## src/rtl/sign_narrower_pipe_if.sv

```systemverilog
`default_nettype none
// ============================================================================
// Module      : sign_narrower_pipe_if
// Description : Upstream/downstream handshake and data bundle for the
//               N-to-M signed narrowing pipeline.
// Revision    : 1.0 - initial release
// ============================================================================
interface sign_narrower_pipe_if #(
    parameter int N = 32,
    parameter int M = 16
);
    logic         i_valid;
    logic         o_ready;
    logic [N-1:0] i_data;
    logic         o_valid;
    logic         i_ready;
    logic [M-1:0] o_data;
    logic         o_ovf;

    // The narrowing block is the slave; the surrounding logic is the master.
    modport slave (
        input  i_valid,
        input  i_data,
        input  i_ready,
        output o_ready,
        output o_valid,
        output o_data,
        output o_ovf
    );

    modport master (
        output i_valid,
        output i_data,
        output i_ready,
        input  o_ready,
        input  o_valid,
        input  o_data,
        input  o_ovf
    );
endinterface
`default_nettype wire

```

## src/rtl/sign_narrower_pipe.sv

```systemverilog
`default_nettype none
// ============================================================================
// Module      : sign_narrower_pipe
// Description : Two-stage N-to-M bit signed narrowing with overflow flag and
//               saturating overflow counter. Define SIGN_NARROWER_SAT_EN to
//               saturate overflowed beats instead of wrapping them.
// Revision    : 1.0 - initial release
// ============================================================================
module sign_narrower_pipe #(
    parameter int N     = 32,
    parameter int M     = 16,
    parameter int CNT_W = 16
) (
    input  wire logic             i_clk,
    input  wire logic             i_rst_n,
    sign_narrower_pipe_if.slave   bus,
    input  wire logic             i_clr_cnt,
    output logic [CNT_W-1:0]      o_ovf_cnt
);

`ifdef SIGN_NARROWER_SAT_EN
    localparam logic [M-1:0] C_SAT_MAX = {1'b0, {(M-1){1'b1}}};
    localparam logic [M-1:0] C_SAT_MIN = {1'b1, {(M-1){1'b0}}};
`endif

    logic             s1_valid_q, s1_valid_d;
    logic [M-1:0]     s1_data_q,  s1_data_d;
    logic             s1_ovf_q,   s1_ovf_d;
    logic             s2_valid_q, s2_valid_d;
    logic [M-1:0]     s2_data_q,  s2_data_d;
    logic             s2_ovf_q,   s2_ovf_d;
    logic [CNT_W-1:0] cnt_q,      cnt_d;

    logic             in_fit;
    logic [M-1:0]     in_narrow;
    logic             s2_xfer;
    logic             s1_adv;
    logic             in_accept;
    logic             ovf_xfer;

    // Fits iff every bit from the top down to the new sign bit matches.
    always_comb begin
        in_fit = (&bus.i_data[N-1:M-1]) | ~(|bus.i_data[N-1:M-1]);
`ifdef SIGN_NARROWER_SAT_EN
        if (in_fit)
            in_narrow = bus.i_data[M-1:0];
        else
            in_narrow = bus.i_data[N-1] ? C_SAT_MIN : C_SAT_MAX;
`else
        in_narrow = bus.i_data[M-1:0];
`endif
    end

    assign s2_xfer     = s2_valid_q & bus.i_ready;
    assign s1_adv      = s1_valid_q & (~s2_valid_q | bus.i_ready);
    assign bus.o_ready = ~s1_valid_q | s1_adv;
    assign in_accept   = bus.i_valid & bus.o_ready;
    assign ovf_xfer    = s2_xfer & s2_ovf_q;

    always_comb begin
        s1_valid_d = s1_valid_q;
        s1_data_d  = s1_data_q;
        s1_ovf_d   = s1_ovf_q;
        s2_valid_d = s2_valid_q;
        s2_data_d  = s2_data_q;
        s2_ovf_d   = s2_ovf_q;
        cnt_d      = cnt_q;

        if (in_accept) begin
            s1_valid_d = 1'b1;
            s1_data_d  = in_narrow;
            s1_ovf_d   = ~in_fit;
        end else if (s1_adv) begin
            s1_valid_d = 1'b0;
        end

        // S2 keeps its last data when it drains so o_data only moves on a load.
        if (s1_adv) begin
            s2_valid_d = 1'b1;
            s2_data_d  = s1_data_q;
            s2_ovf_d   = s1_ovf_q;
        end else if (s2_xfer) begin
            s2_valid_d = 1'b0;
        end

        if (i_clr_cnt)
            cnt_d = ovf_xfer ? {{(CNT_W-1){1'b0}}, 1'b1} : '0;
        else if (ovf_xfer && !(&cnt_q))
            cnt_d = cnt_q + 1'b1;
    end

    always_ff @(posedge i_clk or negedge i_rst_n) begin
        if (!i_rst_n) begin
            s1_valid_q <= 1'b0;
            s1_data_q  <= '0;
            s1_ovf_q   <= 1'b0;
            s2_valid_q <= 1'b0;
            s2_data_q  <= '0;
            s2_ovf_q   <= 1'b0;
            cnt_q      <= '0;
        end else begin
            s1_valid_q <= s1_valid_d;
            s1_data_q  <= s1_data_d;
            s1_ovf_q   <= s1_ovf_d;
            s2_valid_q <= s2_valid_d;
            s2_data_q  <= s2_data_d;
            s2_ovf_q   <= s2_ovf_d;
            cnt_q      <= cnt_d;
        end
    end

    assign bus.o_valid = s2_valid_q;
    assign bus.o_data  = s2_data_q;
    assign bus.o_ovf   = s2_ovf_q;
    assign o_ovf_cnt   = cnt_q;

endmodule
`default_nettype wire

```

## src/flat_wrapper.sv

```systemverilog
// flat-port wrapper written by rule: the top's interface ports become plain ports
module sign_narrower_pipe_flat 
#(
    parameter int N     = 32,
    parameter int M     = 16,
    parameter int CNT_W = 16
)
  (i_clk, i_rst_n, i_clr_cnt, o_ovf_cnt, bus_i_valid, bus_i_data, bus_i_ready, bus_o_ready, bus_o_valid, bus_o_data, bus_o_ovf);
  sign_narrower_pipe_if #(.N(N), .M(M)) bus_i ();
  input  wire logic i_clk;
  input  wire logic i_rst_n;
  input  wire logic i_clr_cnt;
  output logic [CNT_W-1:0] o_ovf_cnt;
  input wire logic [$bits(bus_i.i_valid)-1:0] bus_i_valid;
  input wire logic [$bits(bus_i.i_data)-1:0] bus_i_data;
  input wire logic [$bits(bus_i.i_ready)-1:0] bus_i_ready;
  output wire logic [$bits(bus_i.o_ready)-1:0] bus_o_ready;
  output wire logic [$bits(bus_i.o_valid)-1:0] bus_o_valid;
  output wire logic [$bits(bus_i.o_data)-1:0] bus_o_data;
  output wire logic [$bits(bus_i.o_ovf)-1:0] bus_o_ovf;
  assign bus_i.i_valid = bus_i_valid;
  assign bus_i.i_data = bus_i_data;
  assign bus_i.i_ready = bus_i_ready;
  assign bus_o_ready = bus_i.o_ready;
  assign bus_o_valid = bus_i.o_valid;
  assign bus_o_data = bus_i.o_data;
  assign bus_o_ovf = bus_i.o_ovf;
  sign_narrower_pipe #(.N(N), .M(M), .CNT_W(CNT_W)) u_core (.i_clk(i_clk), .i_rst_n(i_rst_n), .bus(bus_i), .i_clr_cnt(i_clr_cnt), .o_ovf_cnt(o_ovf_cnt));
endmodule
```

## config.mk

```make
export PLATFORM = sky130hd
export DESIGN_NAME = sign_narrower_pipe_flat
export DESIGN_NICKNAME = d
export VERILOG_FILES = /design/src/rtl/sign_narrower_pipe_if.sv /design/src/rtl/sign_narrower_pipe.sv /design/src/flat_wrapper.sv
export SDC_FILE = /design/constraint.sdc
export NUM_CORES = 1
export LEC_CHECK = 0
export CELL_PAD_IN_SITES_DETAIL_PLACEMENT = 1
export CELL_PAD_IN_SITES_GLOBAL_PLACEMENT = 2
export CORE_MARGIN = 10
export CORE_UTILIZATION = 32
export DETAILED_ROUTE_END_ITERATION = 8
export MAX_ROUTING_LAYER = met4
export PLACE_DENSITY = 0.81
export SLEW_MARGIN = 0
export SYNTH_ARGS = -nofsm -noshare
export SYNTH_HDL_FRONTEND = slang
export SYNTH_SLANG_ARGS = --single-unit
```

## constraint.sdc

```tcl
create_clock -name i_clk -period 2.8 [get_ports i_clk]
set_input_delay 0.84 -clock i_clk [delete_from_list [all_inputs] [get_ports i_clk]]
set_output_delay 0.84 -clock i_clk [all_outputs]
set_load 0.05 [all_outputs]
```

==> run metrics, run 1 <==
Finished Layout Cells 367; buffer count from post-CTS setup fixing 0; Max-Cap Viols 0; area of the core 6910 um2; max-slew violation count 0; FF-to-FF End u_core.o_ovf_cnt[12]; clk slew on worst S/H paths roughly 0.090 ns; Synthesis Warnings 0; H-Tree Depth 2; wire length on met3 roughly 570 um; ratio of final minimum period to clock period 93.7%; Final ANT Viol Nets 0; die height 105 um; internal power 1420 uW; fmax 381 MHz; Filler cells 756; first drt pass iteration count 4; Vias/cell 5.11; sequential power share 43.1%; FP Rows 30; wirelength, routed 6.27 mm; share of cells above drive strength 1 20.3%; CTS max path bufs 2; post-synthesis compound-gate area fraction 7.36%; area growth from synthesis to layout 42.7%; GRT overflow 0; multiplexer area fraction after synthesis 17.0%; flops & latches, synth 52; min setup slack post-route 0.177 ns; CP Max Fanout 4; Buffers on Ports 71; Post-CTS Hold Buffers 0; GRT Overall Usage between 10% and 20%; CP required between 1.5 and 2 ns; XOR/XNOR Fraction of Synth Area 0%; via count around 1900; CP bufs+invs 2; hpwl dp 4.85 mm; Seq/Total Area, Yosys 56.2%; Mapped Area 2310 um2; clock root buffer clkbuf_8; CP Cell Sequence clkdlybuf4s50_1 -> nand3b_1 -> buf_12; Worst-Margin Slew 0.594 ns; final clock skew 0.00708 ns; status finished clean; Final Core Density between 40% and 50%; wire per inst 17.1 um; pre-CTS setup slack 0.157 ns; Initial Util 33.5%; top-level I/O count 72; Final Cell Area 3300 um2; synthesized area per cell approximately 12 um2; CTS sink cnt 52; Syn Inst Count 190; LEAKAGE between 0.001 and 0.0015 uW; crit path launch type primary input; crit path DAT approximately 1.8 ns; pin count of the biggest net entering global routing 45; initial DRC count 31; wire length on met2 2.91 mm; antenna violations before repair 0; Worst IR Drop VDD 0.000354 V; cell area after placement between 3000 and 4000 um2; Syn Nets around 230; Final Hold Viols 0; CP Capture Type output port; Placed Cells 359; first-pass GRT wire length 10.9 mm; logic gate share of total power 31.3%; main combinational cell family by area after synthesis simple AND/OR/NAND/NOR gates; setup violators final 0; Worst Reg2Reg Path Length in Cells 5; RePlAce Congestion 0.796; Distinct cells, synth 28; flop2flop setup slack 0.86 ns; Synth Area in Simple Gates 17.6%; Sw Ratio approximately a third; Post-CTS Resized 0; CTS tree built; CP delay by family, top buffers and inverters; Max stage delay on crit path 0.46 ns; final critical-path required period 2.62 ns; Worst Path Class, Setup primary input to output port; Clock Power Share 25.5%; DRC 0; adder-cell share of the synthesized area less than 1%; Reg-to-Reg Start u_core.o_ovf_cnt[0]; Switch Pwr approximately 710 uW; cts bufs inserted 5; die area ~11000 um2; min-delay worst type primary input to async pin; RSZ-0062 raised after global routing false; die width about 110 um; Slew HR 60.1%; Worst-Skew Late Latency 0.31 ns; antenna cells 0; # nets final around 310; TNS Setup 0 ns; top sig layer met4; vias in the first global route between 2000 and 2500; Slowest-stage cell, CP clkdlybuf4s50_1; M1 wire length 2.69 mm; Power Dens Cells 645 nW/um2
## cells in the mapped netlist
library cell  instances  share of area [%]
dfrtp_1              52                 56
mux2_2               35                 17
a21oi_1              13                2.8
nand3_1              10                2.2
o31ai_1               9                2.9
or4_1                 9                2.9
nand2_1               8                1.3
nand4_1               7                1.9
nor4_1                7                1.9
nor3_1                5                1.1
nor2_1                4               0.65
o21ai_0               4               0.87
nand2b_1              3               0.81
nor2b_1               3               0.81
and4_1                2               0.76
buf_2                 2               0.43
clkbuf_1              2               0.32
inv_1                 2               0.32
nand3b_1              2               0.65
or3_1                 2               0.54
or3_4                 2               0.97
and3_1                1               0.27
buf_1                 1               0.16
ha_1                  1               0.54
nand4_2               1               0.54
o311ai_0              1               0.38
o41ai_1               1               0.38
or2b_1                1               0.32
## worst max path at each step
| stage | from | to | slack (ns) | cells past startpoint |
|---|---|---|---|---|
| floorplan | bus_i_ready | u_core.s1_data_q[10] | 0.17 | 4 |
| global placement | bus_i_ready | bus_o_ready | 0.20 | 3 |
| detailed placement | bus_i_ready | u_core.o_ovf_cnt[13] | 0.16 | 5 |
| CTS | bus_i_ready | bus_o_ready | 0.17 | 3 |
| global route | bus_i_ready | bus_o_ready | 0.13 | 3 |
| finish | bus_i_ready | bus_o_ready | 0.18 | 3 |
## layout make-up
type                    instances  area [um2]  share of cell area [%]
well taps                      96         120                    3.64
flip-flops and latches         52        1300                    39.4
inverters                       2        7.51                   0.227
clock buffers                   6        82.6                    2.50
repair buffers                 78         768                    23.3
multi-input cells             131         983                    29.8
clock inverters                 2        38.8                    1.17
## sequential cells by signal (all words and copies together) (netlist names)
register,count
u_core.bus.o_data,16
u_core.o_ovf_cnt,16
u_core.s1_data_q,16
u_core.bus.o_ovf,1
u_core.bus.o_valid,1
u_core.s1_ovf_q,1
u_core.s1_valid_q,1
## power by group through the flow
stage	Combinational, uW	Clock [uW]	Sequential (uW)
2_1_floorplan	145	0	1180
5_1_grt	710	589	937
4_1_cts	680	566	922
6_report	668	544	919
3_5_place_dp	678	0	935
3_3_place_gp	669	0	930
## cells by family after synthesis
group	after synthesis
flip-flops	52
buffers and inverters	7
multiplexers	35
AND/OR/NAND/NOR	67
adder cells (fa/ha/maj)	1
AO/OA/AOI/OAI	28
## per-layer routing
layer,GRT usage [%],up-vias
met4,2.94,0
met2,19.6,61
li1,-,882
met3,5.77,11
met5,-,-
met1,12.9,920
## cell usage in the layout, fill, tap and decap left out
cell / n
and4_1: 2
nand4_2: 1
inv_1: 2
nand3_1: 10
o31ai_1: 9
nor2_1: 4
dfrtp_1: 52
nor4_1: 7
bufinv_16: 1
buf_12: 1
a21oi_1: 13
o41ai_1: 1
o21ai_0: 4
or2b_1: 1
or3_4: 2
nand2b_1: 3
o311ai_0: 1
nor2b_1: 3
or3_1: 2
nor3_1: 5
clkinv_4: 1
ha_1: 1
buf_2: 1
nand2_1: 8
mux2_2: 35
clkdlybuf4s50_1: 69
and3_1: 1
nand4_1: 7
clkbuf_8: 6
buf_4: 7
or4_1: 9
nand3b_1: 2
## per-stage QoR
stage | hold WS [ns] | total power, uW
6_report | 0.363 | 2130
5_1_grt | 0.351 | 2240
4_1_cts | 0.352 | 2170
3_5_place_dp | 0.482 | 1610
3_3_place_gp | 0.467 | 1600
2_1_floorplan | 0.445 | 1320
## worst register-to-register path, cell delays in order (launching register included)
cell	delay (ns)
dfrtp_1	0.43
ha_1	0.22
nand3_1	0.14
or3_4	0.43
or4_1	0.47
a21oi_1	0.17
Power figures use the tool's default switching activity.
==> inputs of run 2 (changes only) <==
CORE_UTILIZATION = 26   (was 32)
PLACE_DENSITY = 0.7   (was 0.81)
SKIP_LAST_GASP = 1   (was unset)
clock period = 2.3 ns   (was 2.8 ns; I/O delays follow)
==> run 2 against run 1 <==
Core utilization down 8.9 points. Cell count up 6.0%. Clock power up 2%. Flip-flop and latch count unchanged. Power up 17%. Setup slack worse by 0.12 ns. Sequential share of layout area down 0.86 points. Worst hold slack worse by 0.037 ns. Non-clock buffer count up 10. Largest cell class unchanged.
==> run metrics, run 2 (synthesized netlist as in run 1, its figures left out) <==
die area 13100 um2 (+19%); share of cells above drive strength 1 28.8% (+8.5 points); max-slew violation count 0 (unchanged); CP required 1.61 ns (-0.35 ns); Final ANT Viol Nets 0 (unchanged); Final Hold Viols 0 (unchanged); Slowest-stage cell, CP clkdlybuf4s50_1; Worst-Margin Slew 0.549 ns (-0.0442 ns); Worst IR Drop VDD 0.000289 V (-18%); Initial Util 26.7% (-6.8 points); CP Max Fanout 4 (unchanged); # nets final 318 (+3.2%); DRC 0 (unchanged); multi-input logic area 986 um2 (+0.25%); status finished clean; GRT Overall Usage 10.1% (-1.9 points); most common cell after layout, fill and taps aside dfrtp_1; antenna cells 0 (unchanged); first-pass GRT wire length 10.6 mm (-2.7%); end of the critical path o_ovf_cnt[15]; CP startpoint u_core.o_ovf_cnt[15]; crit path launch type flop; area of the core 8680 um2 (+26%); LEAKAGE 0.00141 uW (+11%); FF+latch area 1300 um2 (unchanged); CTS max path bufs 2 (unchanged); first drt pass iteration count 4 (unchanged); final critical-path required period 2.25 ns; Worst path depth 1 (-2); Worst Reg2Reg Path Length in Cells 4 (-1); initial DRC count 43 (+39%); most frequent cells in the layout 52 x dfrtp_1, 49 x clkdlybuf4s50_1, 35 x mux2_2; RSZ-0062 raised after global routing false; TNS Setup 0 ns (unchanged); Post-CTS Hold Buffers 0 (unchanged); top-level I/O count 72 (unchanged); Max-Cap Viols 0 (unchanged); pin count of the biggest net entering global routing 24 (-47%); top sig layer met4; clock root buffer clkbuf_8; FP Rows 34 (+13%); flop2flop setup slack 0.37 ns (-0.49 ns); CP Capture Type output port; Vias/cell 4.90 (-4.1%); GRT overflow 0 (unchanged); final clock skew 0.00921 ns (+0.00213 ns); crit path DAT 1.56 ns (-0.22 ns); CP delay by family, top buffers and inverters; Finished Layout Cells 389 (+6.0%); Max stage delay on crit path 0.83 ns (+0.37 ns); via count 1905 (+1.7%); cts bufs inserted 5 (unchanged); ratio of final minimum period to clock period 97.7%; Power Dens Cells 737 nW/um2 (+14%); wire length on met2 2.83 mm (-2.9%); area growth from synthesis to layout 45.9%; die width 114 um (+8.9%); Buffers on Ports 71 (unchanged); Final Core Density 38.9% (-8.9 points); CP bufs+invs 1 (-1); FF-to-FF End u_core.o_ovf_cnt[2]; RePlAce Congestion 0.676 (-15%); Worst-Skew Late Latency 0.31 ns (about the same); Placed Cells 380 (+5.8%); CTS tree built; min-delay worst type primary input to async pin; setup violators final 0 (unchanged); Reg-to-Reg Start u_core.o_ovf_cnt[11]; hpwl dp 4.94 mm (+1.7%); wire per inst 16.1 um (-5.7%); wire length on met3 492 um (-14%); antenna violations before repair 0 (unchanged); CP Cell Sequence clkdlybuf4s50_1; clk slew on worst S/H paths 0.10 ns (about the same); M1 wire length 2.88 mm (+6.8%); Worst Path Class, Setup flop to output port; Slew HR 63.3% (+3.1 points); Hold WS 0.326 ns (-0.0371 ns); CTS sink cnt 52 (unchanged); H-Tree Depth 2 (unchanged); die height 114 um (+8.9%); Filler cells 962 (+27%); vias in the first global route 2170 (-0.96%); Pwr Total 2490 uW (+17%); fmax 445 MHz; wirelength, routed 6.26 mm (about the same)
run 2: what timing repair did:
item                                    in CTS  in global routing
endpoints found under the setup margin       1                  4
gates resized for setup                      1                  4
pin swaps                                    0                  0
setup buffers                                1                  0
run 2: per-layer routing:
layer	global-route usage (%)	up-vias
li1	-	900
met1	11.7	944
met2	15.6	54
met3	4.35	7
met4	2.76	0
met5	-	-
run 2: worst min-delay path by stage:
stage | from | endpoint | slack, ns
after floorplan | i_rst_n | u_core.bus.o_data[0] | 0.39
after global placement | u_core.s1_valid_q | u_core.bus.o_valid | 0.48
after detailed placement | u_core.s1_valid_q | u_core.bus.o_valid | 0.49
after CTS | i_rst_n | u_core.o_ovf_cnt[14] | 0.34
after global routing | i_rst_n | u_core.o_ovf_cnt[14] | 0.35
final | i_rst_n | u_core.o_ovf_cnt[8] | 0.33
run 2: layout make-up:
type / count / share of cell area (%)
Clock buffer: 5 / 2.04
Multi-Input combinational cell: 131 / 29.2
Clock inverter: 3 / 0.741
Inverter: 2 / 0.222
Timing Repair Buffer: 88 / 25.2
Sequential cell: 52 / 38.5
Tap cell: 108 / 4.00
run 2: worst reg2reg max path, cell delays in order (launching register included):
cell and delay (ns):
dfrtp_1 0.48, nand4_1 0.22, or4_1 0.66, nand3_1 0.13
mux2_2 0.33
run 2: report_power, final:
group | leakage [uW] | internal [uW] | switching, uW | total (uW)
clock | 0.0000452 | 223 | 331 | 554
combinational | 0.000730 | 338 | 478 | 816
sequential | 0.000639 | 1050 | 74.2 | 1120
total | 0.00141 | 1610 | 883 | 2490
run 2: stage by stage:
step	instance area [um2]	worst slack, ns
4_1_cts	3370	0.00778
3_5_place_dp	3270	-0.169
3_3_place_gp	3270	-0.135
6_report	3380	0.0533
5_1_grt	3380	0.000413
2_1_floorplan	2320	0.0290
